### src/rtl/d_format_uop_decoder.sv
// d_format_uop_decoder: decodes the 40 D-format primary opcodes into the
// decoded-instruction header/body, optionally splitting update forms in two.
module d_format_uop_decoder #(
    parameter int addressWidth            = 64,
    parameter int instructionWidth        = 32,
    parameter int PidSize                 = 20,
    parameter int TidSize                 = 16,
    parameter int instructionCounterWidth = 64,
    parameter int instMinIdWidth          = 7,
    parameter int opcodeSize              = 12,
    parameter int regSize                 = 5,
    parameter int immediateSize           = 16,
    parameter int funcUnitCodeSize        = 3,
    parameter int FXUnitId                = 0,
    parameter int CRUnitId                = 3,
    parameter int LSUnitId                = 4,
    parameter int D                       = 2**5,
    parameter int splitUpdateForms        = 1
) (
    input  logic                               clock_i,
    input  logic                               reset_i,
    input  logic                               enable_i,
    input  logic                               stall_i,
    input  logic [25:0]                        instFormat_i,
    input  logic [5:0]                         instructionOpcode_i,
    input  logic [instructionWidth-1:0]        instruction_i,
    input  logic [addressWidth-1:0]            instructionAddress_i,
    input  logic                               is64Bit_i,
    input  logic [PidSize-1:0]                 instructionPid_i,
    input  logic [TidSize-1:0]                 instructionTid_i,
    input  logic [instructionCounterWidth-1:0] instructionMajId_i,
    output logic                               ready_o,
    output logic                               enable_o,
    output logic [opcodeSize-1:0]              opcode_o,
    output logic [funcUnitCodeSize-1:0]        functionalUnitType_o,
    output logic [instMinIdWidth-1:0]          instMinId_o,
    output logic [addressWidth-1:0]            instructionAddress_o,
    output logic                               is64Bit_o,
    output logic [PidSize-1:0]                 instPid_o,
    output logic [TidSize-1:0]                 instTid_o,
    output logic [instructionCounterWidth-1:0] instMajId_o,
    output logic [1:0]                         op1rw_o,
    output logic [1:0]                         op2rw_o,
    output logic                               op1isReg_o,
    output logic                               op2isReg_o,
    output logic                               immIsExtended_o,
    output logic                               immIsShifted_o,
    output logic [2*regSize+immediateSize-1:0] instructionBody_o
);

    localparam int BodyW = 2 * regSize + immediateSize;
    localparam int PadW  = opcodeSize - 6;
    localparam bit Split = (splitUpdateForms != 0);

    localparam logic [25:0] DFmt = 26'(D);
    localparam logic [funcUnitCodeSize-1:0] FxCode = funcUnitCodeSize'(FXUnitId);
    localparam logic [funcUnitCodeSize-1:0] CrCode = funcUnitCodeSize'(CRUnitId);
    localparam logic [funcUnitCodeSize-1:0] LsCode = funcUnitCodeSize'(LSUnitId);

    localparam logic [1:0] RD = 2'b10;
    localparam logic [1:0] WR = 2'b01;
    localparam logic [1:0] RW = 2'b11;

    typedef enum logic {
        ACCEPT,
        SECOND
    } state_t;

    state_t state_q;

    logic                               enable_q;
    logic [opcodeSize-1:0]              opcode_q;
    logic [funcUnitCodeSize-1:0]        fu_q;
    logic [instMinIdWidth-1:0]          minId_q;
    logic [addressWidth-1:0]            addr_q;
    logic                               is64_q;
    logic [PidSize-1:0]                 pid_q;
    logic [TidSize-1:0]                 tid_q;
    logic [instructionCounterWidth-1:0] majId_q;
    logic [1:0]                         op1rw_q;
    logic [1:0]                         op2rw_q;
    logic                               op1isReg_q;
    logic                               op2isReg_q;
    logic                               immExt_q;
    logic                               immShf_q;
    logic [BodyW-1:0]                   body_q;

    logic [5:0] op;
    logic       isTrap;
    logic       isArith;
    logic       isCmp;
    logic       isLogic;
    logic       isLoad;
    logic       isStore;
    logic       isUpd;

    logic                        valid_d;
    logic                        split_d;
    logic [funcUnitCodeSize-1:0] fu_d;
    logic [1:0]                  op1rw_d;
    logic [1:0]                  op2rw_d;
    logic                        op1isReg_d;
    logic                        op2isReg_d;
    logic                        immExt_d;
    logic                        immShf_d;

    logic [BodyW-1:0]     body_d;
    logic [regSize-1:0]   ra_q;
    logic                 unused_instr_bits;

    assign op     = instructionOpcode_i;
    assign body_d = instruction_i[instructionWidth-7 -: BodyW];
    assign ra_q   = body_q[immediateSize +: regSize];

    // Primary opcode is carried separately; the raw copy of it is not needed.
    assign unused_instr_bits = ^instruction_i[instructionWidth-1 -: 6];

    // Sort the primary opcode into its instruction family.
    always_comb begin
        isTrap  = op inside {6'd2, 6'd3};
        isArith = op inside {6'd7, 6'd8, [6'd12:6'd15]};
        isCmp   = op inside {6'd10, 6'd11};
        isLogic = op inside {[6'd24:6'd29]};
        isLoad  = op inside {[6'd32:6'd35], [6'd40:6'd43],
                             6'd46, [6'd48:6'd51]};
        isStore = op inside {[6'd36:6'd39], 6'd44, 6'd45,
                             6'd47, [6'd52:6'd55]};
        isUpd   = op inside {6'd33, 6'd35, 6'd37, 6'd39, 6'd41, 6'd43,
                             6'd45, 6'd49, 6'd51, 6'd53, 6'd55};
    end

    // Operand usage of the first micro-op for each family.
    always_comb begin
        valid_d    = 1'b0;
        fu_d       = FxCode;
        op1rw_d    = 2'b00;
        op2rw_d    = 2'b00;
        op1isReg_d = 1'b1;
        op2isReg_d = 1'b1;
        immExt_d   = 1'b0;
        immShf_d   = 1'b0;
        unique case (1'b1)
            isTrap: begin
                valid_d    = 1'b1;
                op1isReg_d = 1'b0;
                op1rw_d    = RD;
                op2rw_d    = RD;
                immExt_d   = 1'b1;
            end
            isArith: begin
                valid_d    = 1'b1;
                op1rw_d    = WR;
                op2rw_d    = RD;
                immExt_d   = 1'b1;
                // addi/addis treat RA=0 as literal zero.
                op2isReg_d = !(op inside {6'd14, 6'd15});
                immShf_d   = (op == 6'd15);
            end
            isCmp: begin
                // op1 is the BF field: a CR field that gets written.
                valid_d    = 1'b1;
                fu_d       = CrCode;
                op1isReg_d = 1'b0;
                op1rw_d    = WR;
                op2rw_d    = RD;
                immExt_d   = (op == 6'd11);
            end
            isLogic: begin
                valid_d  = 1'b1;
                op1rw_d  = RD;
                op2rw_d  = WR;
                immShf_d = op[0];
            end
            isLoad: begin
                valid_d    = 1'b1;
                fu_d       = LsCode;
                op1rw_d    = WR;
                op2rw_d    = RD;
                immExt_d   = 1'b1;
                op2isReg_d = isUpd;
            end
            isStore: begin
                valid_d    = 1'b1;
                fu_d       = LsCode;
                op1rw_d    = RD;
                op2rw_d    = RD;
                immExt_d   = 1'b1;
                op2isReg_d = isUpd;
            end
            default: begin
            end
        endcase
        // Unsplit update forms also write RA back in the same op.
        if (isUpd && !Split) begin
            op2rw_d = RW;
        end
        split_d = isUpd && Split;
        if (instFormat_i != DFmt) begin
            valid_d = 1'b0;
        end
    end

    assign ready_o = (state_q == ACCEPT) && !stall_i;

    // Sequencer and registered outputs; a stall freezes everything.
    always_ff @(posedge clock_i or posedge reset_i) begin
        if (reset_i) begin
            state_q    <= ACCEPT;
            enable_q   <= 1'b0;
            opcode_q   <= '0;
            fu_q       <= '0;
            minId_q    <= '0;
            addr_q     <= '0;
            is64_q     <= 1'b0;
            pid_q      <= '0;
            tid_q      <= '0;
            majId_q    <= '0;
            op1rw_q    <= 2'b00;
            op2rw_q    <= 2'b00;
            op1isReg_q <= 1'b0;
            op2isReg_q <= 1'b0;
            immExt_q   <= 1'b0;
            immShf_q   <= 1'b0;
            body_q     <= '0;
        end else if (!stall_i) begin
            unique case (state_q)
                ACCEPT: begin
                    enable_q <= enable_i && valid_d;
                    if (enable_i && valid_d) begin
                        opcode_q   <= {op, {PadW{1'b0}}};
                        fu_q       <= fu_d;
                        minId_q    <= '0;
                        addr_q     <= instructionAddress_i;
                        is64_q     <= is64Bit_i;
                        pid_q      <= instructionPid_i;
                        tid_q      <= instructionTid_i;
                        majId_q    <= instructionMajId_i;
                        op1rw_q    <= op1rw_d;
                        op2rw_q    <= op2rw_d;
                        op1isReg_q <= op1isReg_d;
                        op2isReg_q <= op2isReg_d;
                        immExt_q   <= immExt_d;
                        immShf_q   <= immShf_d;
                        body_q     <= body_d;
                        if (split_d) begin
                            state_q <= SECOND;
                        end
                    end
                end
                SECOND: begin
                    // RA update: RA <- RA + EXTS(imm) on the fixed-point unit.
                    enable_q   <= 1'b1;
                    opcode_q   <= {opcode_q[opcodeSize-1 -: 6], PadW'(1)};
                    fu_q       <= FxCode;
                    minId_q    <= instMinIdWidth'(1);
                    op1rw_q    <= WR;
                    op2rw_q    <= RD;
                    op1isReg_q <= 1'b1;
                    op2isReg_q <= 1'b1;
                    immExt_q   <= 1'b1;
                    immShf_q   <= 1'b0;
                    body_q     <= {ra_q, ra_q, body_q[immediateSize-1:0]};
                    state_q    <= ACCEPT;
                end
                default: begin
                    state_q <= ACCEPT;
                end
            endcase
        end
    end

    assign enable_o             = enable_q;
    assign opcode_o             = opcode_q;
    assign functionalUnitType_o = fu_q;
    assign instMinId_o          = minId_q;
    assign instructionAddress_o = addr_q;
    assign is64Bit_o            = is64_q;
    assign instPid_o            = pid_q;
    assign instTid_o            = tid_q;
    assign instMajId_o          = majId_q;
    assign op1rw_o              = op1rw_q;
    assign op2rw_o              = op2rw_q;
    assign op1isReg_o           = op1isReg_q;
    assign op2isReg_o           = op2isReg_q;
    assign immIsExtended_o      = immExt_q;
    assign immIsShifted_o       = immShf_q;
    assign instructionBody_o    = body_q;

endmodule

### config.mk
export PLATFORM = sky130hd
export DESIGN_NAME = d_format_uop_decoder
export DESIGN_NICKNAME = d
export VERILOG_FILES = /design/src/rtl/d_format_uop_decoder.sv
export SDC_FILE = /design/constraint.sdc
export NUM_CORES = 1
export LEC_CHECK = 0
export CAP_MARGIN = 20
export CELL_PAD_IN_SITES_DETAIL_PLACEMENT = 1
export CELL_PAD_IN_SITES_GLOBAL_PLACEMENT = 1
export CORE_ASPECT_RATIO = 0.9
export CORE_MARGIN = 4
export CORE_UTILIZATION = 30
export DETAILED_ROUTE_END_ITERATION = 10
export PLACE_DENSITY = 0.84
export SYNTH_ARGS = -nofsm -noshare
export SYNTH_HDL_FRONTEND = slang
export SYNTH_SLANG_ARGS = --single-unit
### constraint.sdc
create_clock -name clock_i -period 10.13 [get_ports clock_i]
set_clock_uncertainty 0.2 [all_clocks]
set_input_delay 2.026 -clock clock_i [delete_from_list [all_inputs] [get_ports clock_i]]
set_output_delay 2.026 -clock clock_i [all_outputs]
set_load 0.01 [all_outputs]
==> run_results.csv <==
group,metric,value,unit
floorplanning,die_height,168,um
timing,final-hold-violation-count,0,
drt,vias_per_cell,4.63,
floorplanning,die_area,31100,um2
synth,synth.top_cell.area_share,0.618,
synth,synth_warnings,0,
timing,slew_headroom,0.266,
clock_tree,postCtsSetupBuffers,0,
pwr,netSwitchingPower,0.385,mW
synth,netlist_area,8500,um2
global_routing,antenna_found_initial,0,
timing,worst_pin_slew,1.10,ns
worst_hold_path,hold_end,"instructionAddress_o[63]$_DFFE_PP0P_",
drt,drc,0,
pwr,irDropWorstVdd,0.0000986,V
critical_path,r2r_slack,7.14,ns
layout,design_area,13900,um2
clock_tree,cts.htree.levels,1,
placed_design,dpl.cell_count,1334,
pwr,clkPwrFrac,0.471,
critical_path,critPathRequiredTime,7.90,ns
critical_path,setup.worst_path.start_class,"input pin",
clock_tree,clkTransAtPathRegs,0.06,ns
critical_path,cp-startpoint,"stall_i",
clock_tree,cts_root_buffer,"clkbuf_16",
critical_path,r2r_cells,4,
layout,area_growth_syn_to_layout,63.0,%
critical_path,r2r-start,"state_q$_DFFE_PP0N_",
pwr,swShare,0.210,
global_routing,grt.total_usage,0.182,
clock_tree,cts.sinks,210,
clock_tree,cts-resized-gates,0,
clock_tree,clk_latency,0.51,ns
synth,synth_seq_cells,210,
synth,netlist_top_cells_area,"dfrtp_1, mux2_2, buf_6, mux2_1, buf_4",
worst_hold_path,hp-start,"instructionAddress_o[63]$_DFFE_PP0P_",
drt,post_drt_wl_per_cell,21.6,um
floorplanning,initial_core_util,0.304,
layout,nNetsFinal,1233,
drt,first_pass_iters,4,
timing,min_period,5.92,ns
pwr,internal_power,1.44,mW
critical_path,cp-end-kind,"output port",
drt,antenna_left,0,
floorplanning,core_area,27900,um2
critical_path,crit_fanout,11,
placed_design,portBuffers,438,
pwr,seqPwrFrac,0.459,
critical_path,r2r-end,"instructionAddress_o[17]$_DFFE_PP0P_",
global_routing,grt_max_degree,86,
synth,ys_seq_area_frac,0.618,
pwr,power_density,132,nW/um2
timing,layout_setup_ws,4.21,ns
timing,max_freq,169,MHz
pwr,p_total,1.83,mW
global_routing,grt_pass1_wl,44.4,mm
placed_design,place_area,13100,um2
clock_tree,cts_tree,"done",
global_routing,grt-ovfl-total,0,
timing,period_share,0.584,
synth,synth-edff-count,0,
critical_path,path_class,"input pin to output port",
timing,tns,0,ns
floorplanning,io_pins,456,
worst_hold_path,hp-class,"flip-flop to flip-flop",
clock_tree,cts_buffer_depth,3,
floorplanning,fp.dieW,185,um
synth,syn_inst,565,
synth,ys.flop_type,"dfrtp_1",
layout,antennaDiodeCount,0,
placed_design,place.gp.congestion,0.803,
pwr,combPwrFrac,0.070,
drt,via_count,6380,
worst_hold_path,hold_path_depth,1,
clock_tree,ctsHoldBuffers,0,
clock_tree,numCtsBuffers,24,
placed_design,place_ws,4.04,ns
placed_design,dpl.hpwl,21.7,mm
floorplanning,rows,58,
timing,maxSlewViolCount,0,
critical_path,crit_arrival,3.69,ns
synth,yosys-top-cells-count,"dfrtp_1, mux2_2, buf_6",
drt,drt_iter0_markers,209,
status,outcome,"complete, no violations",
layout,stdcell_count,1378,
global_routing,grt_pass1_vias,7248,
timing,setup_viol,0,
synth,synth_most_common_cell,"dfrtp_1",
synth,ys_types,46,
synth,syn_area_per_cell,15.1,um2
synth,async_reset_ff_frac,1.00,
pwr,leakage,6.28,nW
drt,wl,29.8,mm
job,maxCapViolations,0,
synth,netlist.top_cell.by_area,"dfrtp_1",
timing,rsz0062_at_grt,"no",
layout,drive_gt1_frac,0.222,
## through the flow
step,util,hold slack [ns]
floorplan,-,0.329
global placement,0.468,0.267
detailed placement,0.468,0.278
CTS,0.496,0.292
global route,0.496,0.309
finish,0.496,0.288
## critical path, stage by stage
cell and delay (ns):
clkdlybuf4s50_1 0.71, nor2_1 0.34, clkdlybuf4s50_1 0.62
## logic make-up (layout without fill, tap and decap cells)
kind of cell           after synthesis  in the layout  share of synthesized area
multiplexers                       193            193                      0.255
other                                1             11                   0.000441
XOR/XNOR                             1              1                    0.00103
AO/OA/AOI/OAI                       49             49                     0.0413
AND/OR/NAND/NOR                     56             56                     0.0372
flip-flops                         210            210                      0.618
buffers and inverters               55            498                     0.0468
## routing by layer
layer,vias up,share of wire,track usage
met3,43,0.11,0.0747
met4,0,0.028,0.0498
li1,2875,-,-
met2,309,0.51,0.326
met1,3153,0.36,0.197
met5,-,0,0
## power by group through the flow
| stage | sequential [mW] | clock (mW) | combinational, mW |
|---|---|---|---|
| 5_1_grt | 0.839 | 0.929 | 0.138 |
| 3_5_place_dp | 0.855 | 0 | 0.128 |
| 2_1_floorplan | 0.855 | 0 | 0.0304 |
| 3_3_place_gp | 0.855 | 0 | 0.126 |
| 6_report | 0.839 | 0.861 | 0.128 |
| 4_1_cts | 0.839 | 0.896 | 0.130 |
## state kept, by name, indices dropped and copies added (netlist names), 2 cells and up
register and count:
instTid_o 16, op2rw_o 2, instPid_o 20, instMajId_o 64, functionalUnitType_o 2, instructionBody_o 26, instructionAddress_o 64, op1rw_o 2
opcode_o 6
## cell type report
| type | count | area (um2) |
|---|---|---|
| clock buffers | 41 | 746 |
| clock inverters | 3 | 40.0 |
| fillers | 2855 | 14100 |
| inverters | 9 | 41.3 |
| multi-input cells | 310 | 2890 |
| flip-flops and latches | 210 | 5260 |
| well taps | 360 | 450 |
| repair buffers | 445 | 4440 |
## how the worst max path moves through the flow
stage | slack (ns) | depth (start not counted) | to
finish | 4.21 | 3 | ready_o
global route | 4.17 | 3 | ready_o
CTS | 4.26 | 3 | ready_o
detailed placement | 4.04 | 8 | instPid_o[7]$_DFFE_PP0P_
global placement | 4.04 | 8 | instructionAddress_o[2]$_DFFE_PP0P_
floorplan | 2.17 | 1 | enable_o$_DFFE_PP0N_
## cells in the final DEF, fill, tap and decap left out, types with 3 or more instances in the layout
master / count
mux2_2: 182
nor4_1: 10
clkbuf_16: 25
nand4_1: 4
a21oi_1: 10
inv_1: 7
clkbuf_1: 10
dfrtp_1: 210
nor2b_1: 6
o22ai_1: 3
o31a_1: 3
clkdlybuf4s50_1: 438
a2bb2oi_1: 3
nand3_1: 3
clkbuf_8: 6
conb_1: 11
o22a_1: 6
o2bb2ai_1: 3
buf_4: 7
mux2_1: 9
nand2_1: 9
nor2_1: 12
a22oi_1: 3
o21ai_0: 4
No activity file was read; power rests on OpenSTA's default activity.
